--- src/rtl/uart_pkg.sv ---
// Shared definitions for the UART receiver slice.
// Holds the receiver state encoding, default frame/oversampling parameters,
// derived mid-bit constant, counter widths and the 3-input majority helper.
package uart_pkg;

  localparam int unsigned OVERSAMPLE_DEF = 5;
  localparam int unsigned DATA_BITS_DEF  = 8;
  localparam int unsigned MID            = OVERSAMPLE_DEF / 2;
  localparam int unsigned PHASE_W        = $clog2(OVERSAMPLE_DEF);
  localparam int unsigned BIT_W          = $clog2(DATA_BITS_DEF);

  typedef enum logic [1:0] {
    StIdle,
    StStart,
    StData,
    StStop
  } rx_state_e;

  function automatic logic maj3(input logic a, input logic b, input logic c);
    return (a & b) | (a & c) | (b & c);
  endfunction

endpackage

--- src/rtl/uart_rx_sync.sv ---
// Input conditioning for the UART receiver.
// Ports:
//   clk, rst    - system clock, synchronous active-high reset
//   uart_clk_i  - 5x-baud square wave, synchronous to clk
//   rx_i        - asynchronous serial line (idle high)
//   rxs_o       - rx after a 2-flop synchroniser (resets to 1 = idle)
//   tick_o      - registered single-cycle pulse per uart_clk rising edge
module uart_rx_sync (
  input  logic clk,
  input  logic rst,
  input  logic uart_clk_i,
  input  logic rx_i,
  output logic rxs_o,
  output logic tick_o
);

  logic rx_meta_q, rx_meta_d;
  logic rxs_q, rxs_d;
  logic uclk_q, uclk_d;
  logic tick_q, tick_d;

  always_comb begin
    rx_meta_d = rx_i;
    rxs_d     = rx_meta_q;
    uclk_d    = uart_clk_i;
    tick_d    = uart_clk_i & ~uclk_q;
  end

  always_ff @(posedge clk) begin
    if (rst) begin
      rx_meta_q <= 1'b1;
      rxs_q     <= 1'b1;
      uclk_q    <= 1'b0;
      tick_q    <= 1'b0;
    end else begin
      rx_meta_q <= rx_meta_d;
      rxs_q     <= rxs_d;
      uclk_q    <= uclk_d;
      tick_q    <= tick_d;
    end
  end

  assign rxs_o  = rxs_q;
  assign tick_o = tick_q;

endmodule

--- src/rtl/uart_receiver.sv ---
// UART serial byte receiver (8N1 by default), oversampled by a uart_clk enable.
// Ports:
//   clk, rst   - system clock, synchronous active-high reset
//   uart_clk   - OVERSAMPLE x baud square wave; only its rising edges are used
//   rx         - asynchronous serial input, idle high
//   rx_data    - last good byte, held until the next good frame
//   rx_valid   - one-cycle pulse, rx_data is new
//   frame_err  - one-cycle pulse, stop bit was low and the byte was dropped
//   busy       - receiver is inside a frame
module uart_receiver
  import uart_pkg::*;
#(
  parameter int unsigned DATA_BITS  = DATA_BITS_DEF,
  parameter int unsigned OVERSAMPLE = OVERSAMPLE_DEF
) (
  input  logic                 clk,
  input  logic                 rst,
  input  logic                 uart_clk,
  input  logic                 rx,
  output logic [DATA_BITS-1:0] rx_data,
  output logic                 rx_valid,
  output logic                 frame_err,
  output logic                 busy
);

  localparam int unsigned PhaseW = $clog2(OVERSAMPLE);
  localparam int unsigned BitW   = (DATA_BITS > 1) ? $clog2(DATA_BITS) : 1;
  localparam int unsigned Mid    = OVERSAMPLE / 2;

  localparam logic [PhaseW-1:0] PhFirst = PhaseW'(Mid - 1);
  localparam logic [PhaseW-1:0] PhMid   = PhaseW'(Mid);
  localparam logic [PhaseW-1:0] PhDec   = PhaseW'(Mid + 1);
  localparam logic [PhaseW-1:0] PhLast  = PhaseW'(OVERSAMPLE - 1);
  localparam logic [PhaseW-1:0] PhOne   = PhaseW'(1);
  localparam logic [BitW-1:0]   BitLast = BitW'(DATA_BITS - 1);

  logic rxs, tick;

  uart_rx_sync u_sync (
    .clk        (clk),
    .rst        (rst),
    .uart_clk_i (uart_clk),
    .rx_i       (rx),
    .rxs_o      (rxs),
    .tick_o     (tick)
  );

  rx_state_e            state_q, state_d;
  logic [PhaseW-1:0]    phase_q, phase_d;
  logic [BitW-1:0]      bit_idx_q, bit_idx_d;
  logic [DATA_BITS-1:0] shift_q, shift_d;
  logic [1:0]           samp_q, samp_d;
  logic                 armed_q, armed_d;
  logic [DATA_BITS-1:0] rx_data_q, rx_data_d;
  logic                 rx_valid_q, rx_valid_d;
  logic                 frame_err_q, frame_err_d;

  logic maj;
  logic last_phase;
  logic decide;

  always_comb begin
    state_d     = state_q;
    phase_d     = phase_q;
    bit_idx_d   = bit_idx_q;
    shift_d     = shift_q;
    samp_d      = samp_q;
    armed_d     = armed_q;
    rx_data_d   = rx_data_q;
    rx_valid_d  = 1'b0;
    frame_err_d = 1'b0;

    // Third sample is the live rxs on the decision tick.
    maj        = maj3(samp_q[0], samp_q[1], rxs);
    last_phase = (phase_q == PhLast);
    decide     = (phase_q == PhDec);

    if (tick) begin
      // IDLE holds phase 0, so with OVERSAMPLE=3 the start-detect tick is sample 0.
      if (phase_q == PhFirst) samp_d[0] = rxs;
      if (phase_q == PhMid)   samp_d[1] = rxs;
      phase_d = last_phase ? '0 : phase_q + 1'b1;

      unique case (state_q)
        StIdle: begin
          phase_d = '0;
          if (rxs) begin
            armed_d = 1'b1;
          end else if (armed_q) begin
            state_d = StStart;
            phase_d = PhOne;
          end
        end
        StStart: begin
          if (decide && maj) begin
            state_d = StIdle;
            phase_d = '0;
          end else if (last_phase) begin
            state_d   = StData;
            bit_idx_d = '0;
          end
        end
        StData: begin
          if (decide) shift_d = {maj, shift_q[DATA_BITS-1:1]};
          if (last_phase) begin
            if (bit_idx_q == BitLast) state_d = StStop;
            else                      bit_idx_d = bit_idx_q + 1'b1;
          end
        end
        StStop: begin
          // Leave at the decision point so the next start edge is caught early.
          if (decide) begin
            state_d = StIdle;
            phase_d = '0;
            if (maj) begin
              rx_valid_d = 1'b1;
              rx_data_d  = shift_q;
            end else begin
              frame_err_d = 1'b1;
              // A held-low line must go high before another start is accepted.
              armed_d     = 1'b0;
            end
          end
        end
        default: state_d = StIdle;
      endcase
    end
  end

  always_ff @(posedge clk) begin
    if (rst) begin
      state_q     <= StIdle;
      phase_q     <= '0;
      bit_idx_q   <= '0;
      shift_q     <= '0;
      samp_q      <= '0;
      armed_q     <= 1'b1;
      rx_data_q   <= '0;
      rx_valid_q  <= 1'b0;
      frame_err_q <= 1'b0;
    end else begin
      state_q     <= state_d;
      phase_q     <= phase_d;
      bit_idx_q   <= bit_idx_d;
      shift_q     <= shift_d;
      samp_q      <= samp_d;
      armed_q     <= armed_d;
      rx_data_q   <= rx_data_d;
      rx_valid_q  <= rx_valid_d;
      frame_err_q <= frame_err_d;
    end
  end

  assign rx_data   = rx_data_q;
  assign rx_valid  = rx_valid_q;
  assign frame_err = frame_err_q;
  assign busy      = (state_q != StIdle);

endmodule
--- config.mk ---
export PLATFORM = sky130hd
export DESIGN_NAME = uart_receiver
export DESIGN_NICKNAME = d
export VERILOG_FILES = /design/src/rtl/uart_pkg.sv /design/src/rtl/uart_rx_sync.sv /design/src/rtl/uart_receiver.sv
export SDC_FILE = /design/constraint.sdc
export NUM_CORES = 1
export LEC_CHECK = 0
export ABC_CLOCK_PERIOD_IN_PS = 2300
export CORE_MARGIN = 2
export CORE_UTILIZATION = 50
export DETAILED_ROUTE_END_ITERATION = 7
export PLACE_DENSITY_LB_ADDON = 0.1
export REMOVE_ABC_BUFFERS = 1
export SYNTH_ARGS = -nofsm -noshare
export SYNTH_HDL_FRONTEND = slang
export SYNTH_HIERARCHICAL = 1
export SYNTH_SLANG_ARGS = --single-unit
--- constraint.sdc ---
create_clock -name clk -period 2.3 [get_ports clk]
set_input_delay 0.46 -clock clk [delete_from_list [all_inputs] [get_ports clk]]
set_output_delay 0.46 -clock clk [all_outputs]
set_load 0.02 [all_outputs]
==> results.yml, run 1 <==
routing:
  final_antenna_net_count: 0
  wl_per_cell_um: 12.3
  dr.pass1.iters: 4
  drc: 0
  num_vias: 1166
  wirelength_um: 2580
  vias_per_cell: 5.55
  initialDrtViolationCount: 29
clock_tree:
  cts_resized: 0
  cts_tree: "yes"
  cts_buffer_depth: 2
  htreeDepth: 2
  cts_post_setup_buffers_inserted: 0
  cts.sinks: 33
  clockRootBuffer: "clkbuf_4"
  cts_hold_buffers: 0
  clk_pin_slew_worst_paths_ns: 0.09
  cts_buffers: 5
  clk_latency_ns: 0.33
setup_path:
  endpoint_kind: "primary output"
  worstPathCellList: "nor2_1 > inv_1 > clkdlybuf4s50_1"
  slowest_delay_ns: 0.59
  cp_max_fo: 10
  crit_path_start_kind: "register"
  critical_path_class: "register to primary output"
  cp.arrival_ns: 1.67
  cp.required_ns: 1.84
  crit_slowest_cell: "clkdlybuf4s50_1"
pwr:
  switching_share_pct: 23.3
  ir_drop_uv: 438
  pwr-share-comb_pct: 6.3
  pwr-share-seq_pct: 63.6
  leakage_nw: 0.552
  power_frac_clock_pct: 30.1
  p_switching_w: 0.000217
  power_density_nw_per_um2: 580
  p_int_w: 0.000715
placed_design:
  io_buffers: 14
  hpwl_um: 1830
  gp_congestion: 0.834
  dp_worst_setup_slack_ns: 0.516
final_layout:
  drive_above_1_share_pct: 7.82
  fin_util_pct: 59.3
  area_growth_pct: 13.9
  diodes: 0
  final_common_cell: "nand2_1"
  final_cell_mix: "nand2_1, dfxtp_1, a21oi_1, clkdlybuf4s50_1, nand3_1"
  nets: 191
global_routing:
  overflow: 0
  antenna_found_initial: 0
  grt_max_degree: 18
  track_usage_pct: 17.2
  grt_pass1_vias: 1039
  grt_pass1_wl_um: 4340
timing:
  max_freq_mhz: 469
  drv_slew: 0
  tns_ns: 0
  layout_min_cycle_time_ns: 2.13
  hold_viol_final: 0
  slew_headroom_pct: 65.9
  setup_viol: 0
  rsz0062_at_grt: "false"
  clock-skew-final_ns: 0.00836
  fin_crit_sh_pct: 92.7
  finalWorstSetupSlack_ns: 0.167
  worstMarginPinSlew_ns: 0.510
yosys:
  synth_top_area_share_pct: 46.8
  netlist_area_um2: 1410
  synth.area.top_cells: "dfxtp_1, nand2_1, a21oi_1, ha_1, nand3_1"
  yosysWarnings: 6
  ys_seq_area_share_pct: 46.8
  ys_seq_elements: 33
  synthDistinctLibCells: 35
  syn_inst: 166
  postSynthAreaPerCell_um2: 8.50
  yosys.area.top_type: "dfxtp_1"
floorplan:
  io_pins: 15
  die_area_um2: 3260
  core_um2: 2710
  die-height_um: 57.1
  rows: 19
  dieWidth_um: 57.1
  start_util_pct: 52.1
hold_path:
  hp-class: "register to register"
flow_run:
  maxCapViolCount: 0
status:
  status: "finished clean"
==> Yosys cell counts, drive strengths merged <==
library cell,instances
a21o,1
a21oi,22
a22oi,2
a311oi,1
a31oi,2
and3,1
and4,1
buf,5
clkbuf,4
dfxtp,33
ha,7
inv,6
maj3,1
mux2i,1
nand2,35
nand2b,2
nand3,13
nand4,2
nand4b,2
nor2,5
nor2b,2
nor3,3
nor3b,2
o211ai,1
o21a,1
o21ai,3
o21bai,1
o221ai,1
o22ai,1
or2,4
or3b,1
==> path summary, 6_finish.rpt <==
path | start | end | slack (ns) | depth (start not counted)
setup / recovery | register | busy | 0.17 | 3
hold / removal | u_sync/uclk_q$_SDFF_PP0_ | u_sync/tick_o$_SDFF_PP0_ | 0.40 | 1
setup reg to reg | phase_q[0]$_SDFFE_PP0P_ | rx_data[6]$_SDFFE_PP0P_ | 0.60 | 6
hold reg to reg | u_sync/uclk_q$_SDFF_PP0_ | u_sync/tick_o$_SDFF_PP0_ | 0.40 | 1
==> worst max-delay path, delay by kind of cell, from the launching register on <==
kind / cells / cell delay, ns
flops: 1 / 0.54
simple gates: 1 / 0.13
buf+inv: 2 / 0.67
==> power by group through the flow <==
stage	logic (W)	registers, W	clock network [W]
floorplan	0.0000355	0.000603	0
global placement	0.0000570	0.000606	0
detailed placement	0.0000592	0.000606	0
CTS	0.0000592	0.000593	0.000292
global route	0.0000650	0.000595	0.000319
finish	0.0000587	0.000593	0.000280
==> stage by stage <==
stage          cell area (µm²)  cells  hold slack (ns)  total power [W]
6_report                  1610    210            0.398         0.000932
3_3_place_gp              1570    204            0.378         0.000663
2_1_floorplan             1370    157            0.371         0.000639
4_1_cts                   1610    210            0.405         0.000944
3_5_place_dp              1570    204            0.396         0.000665
5_1_grt                   1610    210            0.421         0.000979
==> flip-flops by register name (all words and copies together), names as in the netlist, named ones only <==
signal            flops
u_sync/uclk_q         1
bit_idx_q             3
frame_err             1
u_sync/rxs_o          1
rx_valid              1
u_sync/rx_meta_q      1
samp_q                2
u_sync/tick_o         1
shift_q               8
state_q               1
phase_q               3
rx_data               8
armed_q               1
==> final cells by class <==
type | count | area, µm²
Fill cell | 265 | 1100
Clock inverter | 1 | 5.00
Timing Repair Buffer | 16 | 155
Inverter | 6 | 22.5
Tap cell | 31 | 38.8
Sequential cell | 33 | 661
Clock buffer | 5 | 37.5
Multi-Input combinational cell | 118 | 688
==> cell families (layout without fill, tap and decap cells) <==
kind of cell,count (synthesis),after routing,share of synthesized area [%]
adder cells (fa/ha/maj),8,8,7.18
AO/OA/AOI/OAI,36,36,15.1
flip-flops,33,33,46.8
AND/OR/NAND/NOR,73,73,25.8
buffers and inverters,15,28,4.43
multiplexers,1,1,0.709
==> layer usage <==
metal,part of all wire [%],GRT usage [%],routed length (µm)
met5,0,0,0
met3,4.9,6.80,126
met4,1.5,5.98,40
met1,46,21.4,1190
met2,48,27.3,1230
Power figures use the tool's default switching activity.
==> inputs of run 2 (changes only) <==
- SKIP_LAST_GASP: default -> 1
==> results of run 2 <==
No change in the layout: final DEF, timing and power equal those of run 1.
==> inputs of run 3 (changes only) <==
- CORE_ASPECT_RATIO: default -> 1.75
==> run 3 against run 2 <==
Against the previous run: non-clock buffer count decreased by 1; sequential power is essentially flat; design area increased by 4.0%; cell count is 1.4% lower; clock power is 100% higher; hold slack worse by 0.0026 ns; critical path type unchanged.
==> results.yml, run 3 (synthesis gave the netlist of run 1 again) <==
pwr:
  pwr-share-seq_pct: 48.6
  p_switching_w: 0.000259
  ir_drop_uv: 504
  p_int_w: 0.000961
  leakage_nw: 0.577
  switching_share_pct: 21.3
  power_density_nw_per_um2: 730
  pwr-share-comb_pct: 4.8
  power_frac_clock_pct: 46.7
setup_path:
  cp.arrival_ns: 1.62
  worstPathCellList: "nor2_1 > inv_1 > clkdlybuf4s50_1"
  crit_family: "buffers and inverters"
  cp.required_ns: 1.84
  ff2ff_path_depth: 6
  crit_slowest_cell: "clkdlybuf4s50_1"
  critical_path_class: "register to primary output"
  worst-path-buf-inv: 2
  crit_path_start_kind: "register"
  endpoint_kind: "primary output"
  r2r-end: "rx_data[4]$_SDFFE_PP0P_"
  cp.depth: 3
  cp_max_fo: 10
  rrSetupSlack_ns: 0.51
  slowest_delay_ns: 0.59
  r2r_start: "phase_q[0]$_SDFFE_PP0P_"
timing:
  finalWorstSetupSlack_ns: 0.225
  layout_min_cycle_time_ns: 2.08
  worstMarginPinSlew_ns: 0.511
  clock-skew-final_ns: 0.00661
  slew_headroom_pct: 65.8
  fin_crit_sh_pct: 90.2
  drv_slew: 0
  setup_viol: 0
  tns_ns: 0
  max_freq_mhz: 482
  rsz0062_at_grt: "false"
  hold_viol_final: 0
clock_tree:
  clk_pin_slew_worst_paths_ns: 0.07
  cts_resized: 0
  cts_buffers: 5
  cts.sinks: 33
  clk_latency_ns: 0.29
  htreeDepth: 2
  cts_buffer_depth: 2
  clockRootBuffer: "clkbuf_8"
  cts_tree: "yes"
  cts_post_setup_buffers_inserted: 0
  cts_hold_buffers: 0
final_layout:
  final_cell_mix: "nand2_1, dfxtp_1, a21oi_1, clkdlybuf4s50_1, nand3_1"
  drive_above_1_share_pct: 8.33
  fin_util_pct: 62.2
  num-fill-cells: 226
  area_growth_pct: 18.5
  nets: 190
  final_common_cell: "nand2_1"
  diodes: 0
  fin_cells: 207
routing:
  vias_per_cell: 5.65
  dr.pass1.iters: 4
  wl_per_cell_um: 12.9
  drc: 0
  final_antenna_net_count: 0
  initialDrtViolationCount: 17
  num_vias: 1170
  wirelength_um: 2680
global_routing:
  track_usage_pct: 19.6
  overflow: 0
  grt_max_degree: 20
  grt_pass1_wl_um: 4620
  antenna_found_initial: 0
  grt_pass1_vias: 1129
hold_path:
  min_from: "u_sync/uclk_q$_SDFF_PP0_"
  min_path_cells: 1
  hp-class: "register to register"
  hold_end: "u_sync/tick_o$_SDFF_PP0_"
floorplan:
  start_util_pct: 52.5
  io_pins: 15
  die-height_um: 74.3
  die_area_um2: 3280
  core_um2: 2690
  dieWidth_um: 44.2
  rows: 25
flow_run:
  maxCapViolCount: 0
placed_design:
  placed_cells: 199
  dp_worst_setup_slack_ns: 0.512
  hpwl_um: 1940
  gp_congestion: 0.790
  io_buffers: 14
status:
  status: "finished clean"
[run 3: changes by cell type in the layout (fill, tap and decap cells not counted)]
cell and delta:
buf_4 -1, clkinvlp_4 +1, clkbuf_4 -5, clkinv_2 -1, bufinv_16 +1, clkbuf_8 +6
[run 3: power by group through the flow]
stage	registers (W)	logic (W)	clock network, W
6_report	0.000593	0.0000581	0.000570
5_1_grt	0.000595	0.0000654	0.000607
4_1_cts	0.000593	0.0000588	0.000585
3_5_place_dp	0.000606	0.0000588	0
3_3_place_gp	0.000606	0.0000568	0
2_1_floorplan	0.000603	0.0000355	0
[run 3: through the flow]
step | cell area (µm²) | power [W] | hold WS, ns
global route | 1670 | 0.00127 | 0.409
detailed placement | 1550 | 0.000665 | 0.394
global placement | 1550 | 0.000662 | 0.381
floorplan | 1370 | 0.000639 | 0.371
finish | 1670 | 0.00122 | 0.396
CTS | 1670 | 0.00124 | 0.400
[run 3: how the worst max path moves through the flow]
stage	slack, ns	end	start
2_1_floorplan	0.80	rx_data[0]$_SDFFE_PP0P_	phase_q[0]$_SDFFE_PP0P_
3_3_place_gp	0.54	bit_idx_q[0]$_SDFFE_PP0P_	rst
3_5_place_dp	0.51	rx_data[5]$_SDFFE_PP0P_	phase_q[0]$_SDFFE_PP0P_
4_1_cts	0.22	busy	register
5_1_grt	0.14	busy	register
6_report	0.22	busy	register
[run 3: layer usage]
layer	wire (µm)	track usage [%]	part of all wire [%]	vias to the layer above
li1	-	-	-	594
met3	98	5.83	3.7	10
met2	1490	36.4	55	18
met1	995	16.8	37	548
met5	0	0	0	-
met4	98	14.1	3.7	0
[run 3: worst register-to-register path, delay by kind of cell, from the launching register on]
kind,cells,cell delay [ns]
flip-flops,1,0.38
AND/OR/NAND/NOR,3,0.78
AO/OA/AOI/OAI,1,0.07
adder cells (fa/ha/maj),2,0.45
[run 3: layout make-up]
type	instances	area, µm²	share of cell area (%)
well taps	27	33.8	2.02
inverters	6	22.5	1.35
repair buffers	15	148	8.83
clock inverters	2	37.5	2.24
flip-flops and latches	33	661	39.5
multi-input cells	118	688	41.1
clock buffers	6	82.6	4.94
